$ cat config.mk
export PLATFORM = sky130hd
export DESIGN_NAME = pe_act_queue_flat
export DESIGN_NICKNAME = d
export VERILOG_FILES = /design/src/rtl/pe_act_queue_if.sv /design/src/rtl/pe_act_queue.sv /design/src/flat_wrapper.sv
export SDC_FILE = /design/constraint.sdc
export NUM_CORES = 1
export LEC_CHECK = 0
export BUFFER_PORTS_ARGS = -buffer_cell sky130_fd_sc_hd__buf_2
export CAP_MARGIN = 20
export CORE_MARGIN = 8
export CORE_UTILIZATION = 55
export CTS_BUF_LIST = sky130_fd_sc_hd__clkbuf_4
export DETAILED_ROUTE_END_ITERATION = 12
export GPL_TIMING_DRIVEN = 0
export PLACE_DENSITY = 0.84
export SYNTH_ARGS = -nofsm -noshare
export SYNTH_HDL_FRONTEND = slang
export SYNTH_SLANG_ARGS = --single-unit
$ cat constraint.sdc
create_clock -name clk -period 4 [get_ports clk]
set_clock_uncertainty 0.2 [all_clocks]
set_input_delay 0.2 -clock clk [delete_from_list [all_inputs] [get_ports clk]]
set_output_delay 0.2 -clock clk [all_outputs]
set_load 0.1 [all_outputs]
$ cat src/rtl/pe_act_queue_if.sv
// Handshake and status bundle between the broadcast network (master side)
// and a per-PE activation queue (slave side).
interface pe_act_queue_if #(
  parameter int ADDR_WIDTH = 6,
  parameter int DATA_WIDTH = 16,
  parameter int DEPTH      = 8
);
  localparam int QW = ADDR_WIDTH + DATA_WIDTH;
  localparam int CW = $clog2(DEPTH + 1);

  logic          push_valid;
  logic [QW-1:0] push_data;
  logic          push_ready;
  logic          pop_act;
  logic [QW-1:0] act_out;
  logic          queue_empty;
  logic          queue_empty_next;
  logic          queue_full;
  logic          queue_afull;
  logic [CW-1:0] occupancy;
  logic [CW-1:0] term_cnt;
  logic          underflow_err;
  logic          err_clr;

  // Producer/consumer view: drives pushes, pops and error clear.
  modport master (
    output push_valid, push_data, pop_act, err_clr,
    input  push_ready, act_out, queue_empty, queue_empty_next, queue_full,
           queue_afull, occupancy, term_cnt, underflow_err
  );

  // Queue view: accepts pushes and pops, reports status.
  modport slave (
    input  push_valid, push_data, pop_act, err_clr,
    output push_ready, act_out, queue_empty, queue_empty_next, queue_full,
           queue_afull, occupancy, term_cnt, underflow_err
  );
endinterface

$ cat src/rtl/pe_act_queue.sv
// Per-PE activation queue: show-ahead FIFO of broadcast packets {idx, value}.
// An all-zero packet is an end-of-layer terminator; term_cnt tracks how many
// are held. queue_empty_next lets the PE FSM pop and pick its next state in
// the same cycle without waiting for the occupancy register to update.
module pe_act_queue #(
  parameter int ADDR_WIDTH   = 6,
  parameter int DATA_WIDTH   = 16,
  parameter int DEPTH        = 8,
  parameter int AFULL_THRESH = 6
) (
  input  logic           clk,
  input  logic           rst,
  pe_act_queue_if.slave  bus
);
  localparam int QW = ADDR_WIDTH + DATA_WIDTH;
  localparam int CW = $clog2(DEPTH + 1);
  localparam int PW = (DEPTH > 1) ? $clog2(DEPTH) : 1;

  logic [QW-1:0] r_mem [DEPTH];
  logic [PW-1:0] r_rdPtr;
  logic [PW-1:0] r_wrPtr;
  logic [CW-1:0] r_occ;
  logic [CW-1:0] r_termCnt;
  logic          r_underflowErr;

  logic          w_empty;
  logic          w_full;
  logic          w_pushAcc;
  logic          w_popAcc;
  logic [QW-1:0] w_head;
  logic          w_headIsTerm;
  logic          w_pushIsTerm;
  logic [CW-1:0] w_occNext;

  // Status is decoded from registered occupancy only, so push_ready never
  // depends on pop_act (no pop-to-push bypass when full).
  assign w_empty      = (r_occ == '0);
  assign w_full       = (r_occ == CW'(DEPTH));
  assign w_pushAcc    = bus.push_valid & ~w_full;
  assign w_popAcc     = bus.pop_act & ~w_empty;
  assign w_head       = r_mem[r_rdPtr];
  assign w_headIsTerm = (w_head == '0);
  assign w_pushIsTerm = (bus.push_data == '0);
  assign w_occNext    = r_occ + CW'(w_pushAcc) - CW'(w_popAcc);

  assign bus.push_ready       = ~w_full;
  assign bus.queue_empty      = w_empty;
  assign bus.queue_full       = w_full;
  assign bus.queue_afull      = (r_occ >= CW'(AFULL_THRESH));
  assign bus.queue_empty_next = (w_occNext == '0);
  assign bus.occupancy        = r_occ;
  assign bus.term_cnt         = r_termCnt;
  assign bus.underflow_err    = r_underflowErr;
  // Gate the head so stale storage never leaks out while empty.
  assign bus.act_out          = w_empty ? '0 : w_head;

  // Storage write; contents are deliberately not reset.
  always_ff @(posedge clk) begin
    if (w_pushAcc) begin
      r_mem[r_wrPtr] <= bus.push_data;
    end
  end

  // Read/write pointers, wrapping at DEPTH-1 so DEPTH need not be a power of two.
  always_ff @(posedge clk or posedge rst) begin
    if (rst) begin
      r_rdPtr <= '0;
      r_wrPtr <= '0;
    end else begin
      if (w_pushAcc) begin
        r_wrPtr <= (r_wrPtr == PW'(DEPTH - 1)) ? '0 : r_wrPtr + 1'b1;
      end
      if (w_popAcc) begin
        r_rdPtr <= (r_rdPtr == PW'(DEPTH - 1)) ? '0 : r_rdPtr + 1'b1;
      end
    end
  end

  // Occupancy follows the same next value that drives queue_empty_next.
  always_ff @(posedge clk or posedge rst) begin
    if (rst) begin
      r_occ <= '0;
    end else begin
      r_occ <= w_occNext;
    end
  end

  // Terminator count: accepted zero push adds one, popping a zero head removes one.
  always_ff @(posedge clk or posedge rst) begin
    if (rst) begin
      r_termCnt <= '0;
    end else begin
      case ({w_pushAcc & w_pushIsTerm, w_popAcc & w_headIsTerm})
        2'b10:   r_termCnt <= r_termCnt + 1'b1;
        2'b01:   r_termCnt <= r_termCnt - 1'b1;
        default: r_termCnt <= r_termCnt;
      endcase
    end
  end

  // Sticky underflow flag; a fresh underflow outranks a same-cycle clear.
  always_ff @(posedge clk or posedge rst) begin
    if (rst) begin
      r_underflowErr <= 1'b0;
    end else if (bus.pop_act & w_empty) begin
      r_underflowErr <= 1'b1;
    end else if (bus.err_clr) begin
      r_underflowErr <= 1'b0;
    end
  end
endmodule
$ cat src/flat_wrapper.sv
// flat-port wrapper written by rule: the top's interface ports become plain ports
module pe_act_queue_flat 
#(
  parameter int ADDR_WIDTH   = 6,
  parameter int DATA_WIDTH   = 16,
  parameter int DEPTH        = 8,
  parameter int AFULL_THRESH = 6
)
  (clk, rst, bus_push_valid, bus_push_data, bus_pop_act, bus_err_clr, bus_push_ready, bus_act_out, bus_queue_empty, bus_queue_empty_next, bus_queue_full, bus_queue_afull, bus_occupancy, bus_term_cnt, bus_underflow_err);
  pe_act_queue_if #(.ADDR_WIDTH(ADDR_WIDTH), .DATA_WIDTH(DATA_WIDTH), .DEPTH(DEPTH)) bus_i ();
  input  logic clk;
  input  logic rst;
  input wire logic [$bits(bus_i.push_valid)-1:0] bus_push_valid;
  input wire logic [$bits(bus_i.push_data)-1:0] bus_push_data;
  input wire logic [$bits(bus_i.pop_act)-1:0] bus_pop_act;
  input wire logic [$bits(bus_i.err_clr)-1:0] bus_err_clr;
  output wire logic [$bits(bus_i.push_ready)-1:0] bus_push_ready;
  output wire logic [$bits(bus_i.act_out)-1:0] bus_act_out;
  output wire logic [$bits(bus_i.queue_empty)-1:0] bus_queue_empty;
  output wire logic [$bits(bus_i.queue_empty_next)-1:0] bus_queue_empty_next;
  output wire logic [$bits(bus_i.queue_full)-1:0] bus_queue_full;
  output wire logic [$bits(bus_i.queue_afull)-1:0] bus_queue_afull;
  output wire logic [$bits(bus_i.occupancy)-1:0] bus_occupancy;
  output wire logic [$bits(bus_i.term_cnt)-1:0] bus_term_cnt;
  output wire logic [$bits(bus_i.underflow_err)-1:0] bus_underflow_err;
  assign bus_i.push_valid = bus_push_valid;
  assign bus_i.push_data = bus_push_data;
  assign bus_i.pop_act = bus_pop_act;
  assign bus_i.err_clr = bus_err_clr;
  assign bus_push_ready = bus_i.push_ready;
  assign bus_act_out = bus_i.act_out;
  assign bus_queue_empty = bus_i.queue_empty;
  assign bus_queue_empty_next = bus_i.queue_empty_next;
  assign bus_queue_full = bus_i.queue_full;
  assign bus_queue_afull = bus_i.queue_afull;
  assign bus_occupancy = bus_i.occupancy;
  assign bus_term_cnt = bus_i.term_cnt;
  assign bus_underflow_err = bus_i.underflow_err;
  pe_act_queue #(.ADDR_WIDTH(ADDR_WIDTH), .DATA_WIDTH(DATA_WIDTH), .DEPTH(DEPTH), .AFULL_THRESH(AFULL_THRESH)) u_core (.clk(clk), .rst(rst), .bus(bus_i));
endmodule
==> impl_metrics.tcl <==
set metrics [dict create \
    drt_wl_total_um 16360 \
    r2r_cells 13 \
    finalHoldViolCount 0 \
    crit_chain "clkbuf_2 > buf_2 > mux4_2 > mux2i_2 > nand4_1 > nor4_4 > ha_2 > ha_1 > a21o_1 > a21oi_1 > xnor2_1 > nor2_1 > xor2_1" \
    maxSlewHeadroom_pct 41.62 \
    ctsRootBufferMaster "clkbuf_4" \
    nets 562 \
    yosys-top-cells-count "edfxtp_1 (176), mux4_2 (44), nor2_1 (29)" \
    yosysSeqAreaShare_pct 73.22 \
    hp-class "input pin to asynchronous set/reset pin" \
    cts_buffer_depth 2 \
    ant_nets 0 \
    overflow 0 \
    core_area_mm2 0.01383 \
    cp_slowest_cell "dfrtp_2" \
    drive_gt1_share_pct 36.47 \
    vias 4175 \
    synthesis.nets 439 \
    fin_crit_ns 3.867 \
    grt_usage_pct 18.91 \
    area_delta_synth_final_pct 18.21 \
    yosysMostFrequentCell "edfxtp_1" \
    cts_htree_levels 4 \
    wl_per_cell_um 22.98 \
    start_kind "flip-flop" \
    antenna_cells 0 \
    worst_slew_pin_slew_ns 0.8736 \
    netlist_area_mm2 0.007731 \
    clk_latency_ns 0.56 \
    drv_slew 0 \
    cp_max_fo 10 \
    synth_edf_count 176 \
    portBuffers 62 \
    fillers 906 \
    cp.arrival_ns 4.12 \
    grt_max_degree 23 \
    initialDrtViolationCount 364 \
    cts_sinks 191 \
    cap_violations 0 \
    yosys.cell_types.count 31 \
    timing.rr.end "u_core.bus.term_cnt[3]$_DFFE_PP0P_" \
    die_w_um 134.6 \
    grt_pass1_wl_um 25110 \
    crit_path_max_incr_delay_ns 0.51 \
    yosys-top-cells-area "edfxtp_1 (68%), mux4_2 (13%), dfrtp_1 (4.9%), mux2i_1 (3.0%), ha_1 (2.3%)" \
    yosys_warnings 0 \
    gp_congestion 0.7758 \
    path_clk_slew_ns 0.15 \
    crit_path_start "u_core.r_rdPtr[2]$_DFFE_PP0N_" \
    dp.final_hpwl_um 11080 \
    worstPathRequired_ns 4.25 \
    grt_pass1_vias 4428 \
    dieArea_mm2 0.01811 \
    initial_core_util_pct 55.91 \
    layout_setup_ws_ns 0.1329 \
    drt-pass1-iter-count 4 \
    synth_top_area_share_pct 68.36 \
    numCtsBuffers 17 \
    die-height_um 134.6 \
    crit-reg2reg-launch "u_core.r_rdPtr[2]$_DFFE_PP0N_" \
    syn-instance-count 396 \
    place_ws_ns -0.5964 \
    min_period_over_period_pct 96.68 \
    status "complete, no violations" \
    fin_hold_ws_ns 0.04020 \
    postLayoutCoreUtil_pct 66.09 \
    drc 0 \
    worstSetupPathType "flip-flop to flip-flop" \
    setup_viol 0 \
    grt_setup_unrepaired "yes" \
    vias_per_cell 5.864 \
    synth-async-reset-ratio_pct 7.853 \
    r2r_slack_ns 0.13 \
    ys.flop_type "edfxtp_1" \
    synth_largest_area_cell "edfxtp_1" \
    crit_path_end "u_core.bus.term_cnt[3]$_DFFE_PP0P_" \
    io_pins 63 \
    ys_ff_latch 191 \
    cts_tree "built" \
    antenna_found_initial 0 \
    max_freq_mhz 258.6 \
    rows 43 \
    syn_area_per_cell_um2 19.52 \
    critPathCaptureType "flip-flop" \
]
[per-layer routing]
metal	vias to the layer above	share of wire, %	GRT usage, %
li1	1834	-	-
met1	2151	41	24.68
met2	159	50	30.56
met3	31	6.9	4.309
met4	0	2.3	6.987
met5	-	0	0
[final cells by class]
type	instances	area, µm²	share of cell area, %
multi-input combinational	175	2061	22.55
buffer	15	131.4	1.438
timing repair buffer	105	775.7	8.489
inverter	14	52.55	0.5750
clock inverter	12	71.32	0.7804
sequential	191	5672	62.06
tap	180	225.2	2.464
clock buffer	20	150.1	1.643
[critical path: cells and delay by family (launching register included)]
kind            cells  cell delay (ns)
flops               1             0.51
fa+ha+maj           2             0.47
simple gates        3             0.64
mux                 2             0.60
xor+xnor            2             0.27
buf+inv             2             0.70
compound gates      2             0.36
[stage by stage]
stage          cells  setup TNS (ns)  instance area, µm²
2_1_floorplan    396               0                7796
3_3_place_gp     638          -53.81                8332
3_5_place_dp     648          -1.289                8519
4_1_cts          707               0                9067
5_1_grt          712        -0.03552                9139
6_report         712               0                9139
[state kept, by name, summed over array words and instances (netlist names)]
| register | cells |
|---|---|
| u_core.r_mem | 176 |
| u_core.bus.occupancy | 4 |
| u_core.bus.term_cnt | 4 |
| u_core.r_rdPtr | 3 |
| u_core.r_wrPtr | 3 |
| u_core.bus.underflow_err | 1 |
[what timing repair did]
action | 4_1_cts | 5_1_grt
setup buffers | 1 | 4
endpoints found under the setup margin | 6 | 3
hold buffers | 27 | 0
hold endpoints to repair | 198 | 0
gates resized for setup | 17 | 11
pin swaps | 0 | 4
[worst min-delay path by stage]
stage,startpoint,endpoint,slack [ns],cells after the start
2_1_floorplan,rst,u_core.bus.term_cnt[0]$_DFFE_PP0P_,-0.1,1
6_report,rst,u_core.r_wrPtr[2]$_DFFE_PP0P_,0.04,3
5_1_grt,rst,u_core.bus.term_cnt[1]$_DFFE_PP0P_,0.06,3
3_5_place_dp,rst,u_core.bus.term_cnt[3]$_DFFE_PP0P_,0.1,2
4_1_cts,rst,u_core.bus.occupancy[2]$_DFF_PP0_,0.01,3
3_3_place_gp,rst,u_core.bus.underflow_err$_DFFE_PP0P_,0.07,2
[placed cells by master (no fill, tap or decap), drive strengths merged, types with 3 or more instances in the layout]
cell type / instances
clkbuf: 27
buf: 86
nand4: 4
nor2: 29
mux4: 44
mux2i: 23
clkinv: 8
dlygate4sd3: 27
xor2: 4
nand3: 3
nor4: 9
clkinvlp: 3
o21ai: 4
a21o: 4
a21oi: 4
ha: 14
inv: 15
nand2: 12
nor3: 7
nand2b: 5
dfrtp: 15
edfxtp: 176
[cell families (layout without fill, tap and decap cells)]
logic type,count (synthesis),after routing,synth area share [%]
muxes,68,68,15.94
xor gates and xnor gates,6,6,0.6797
DFF,191,191,73.22
and+or+nand+nor,73,73,4.580
AOI/OAI and AO/OA,12,12,0.9063
adders and majority gates,16,16,2.784
buffers and inverters,30,166,1.893
Power is left out: the tool's default activity adds up to more than one toggle a clock period on the data nets, which glitch-free logic cannot reach.
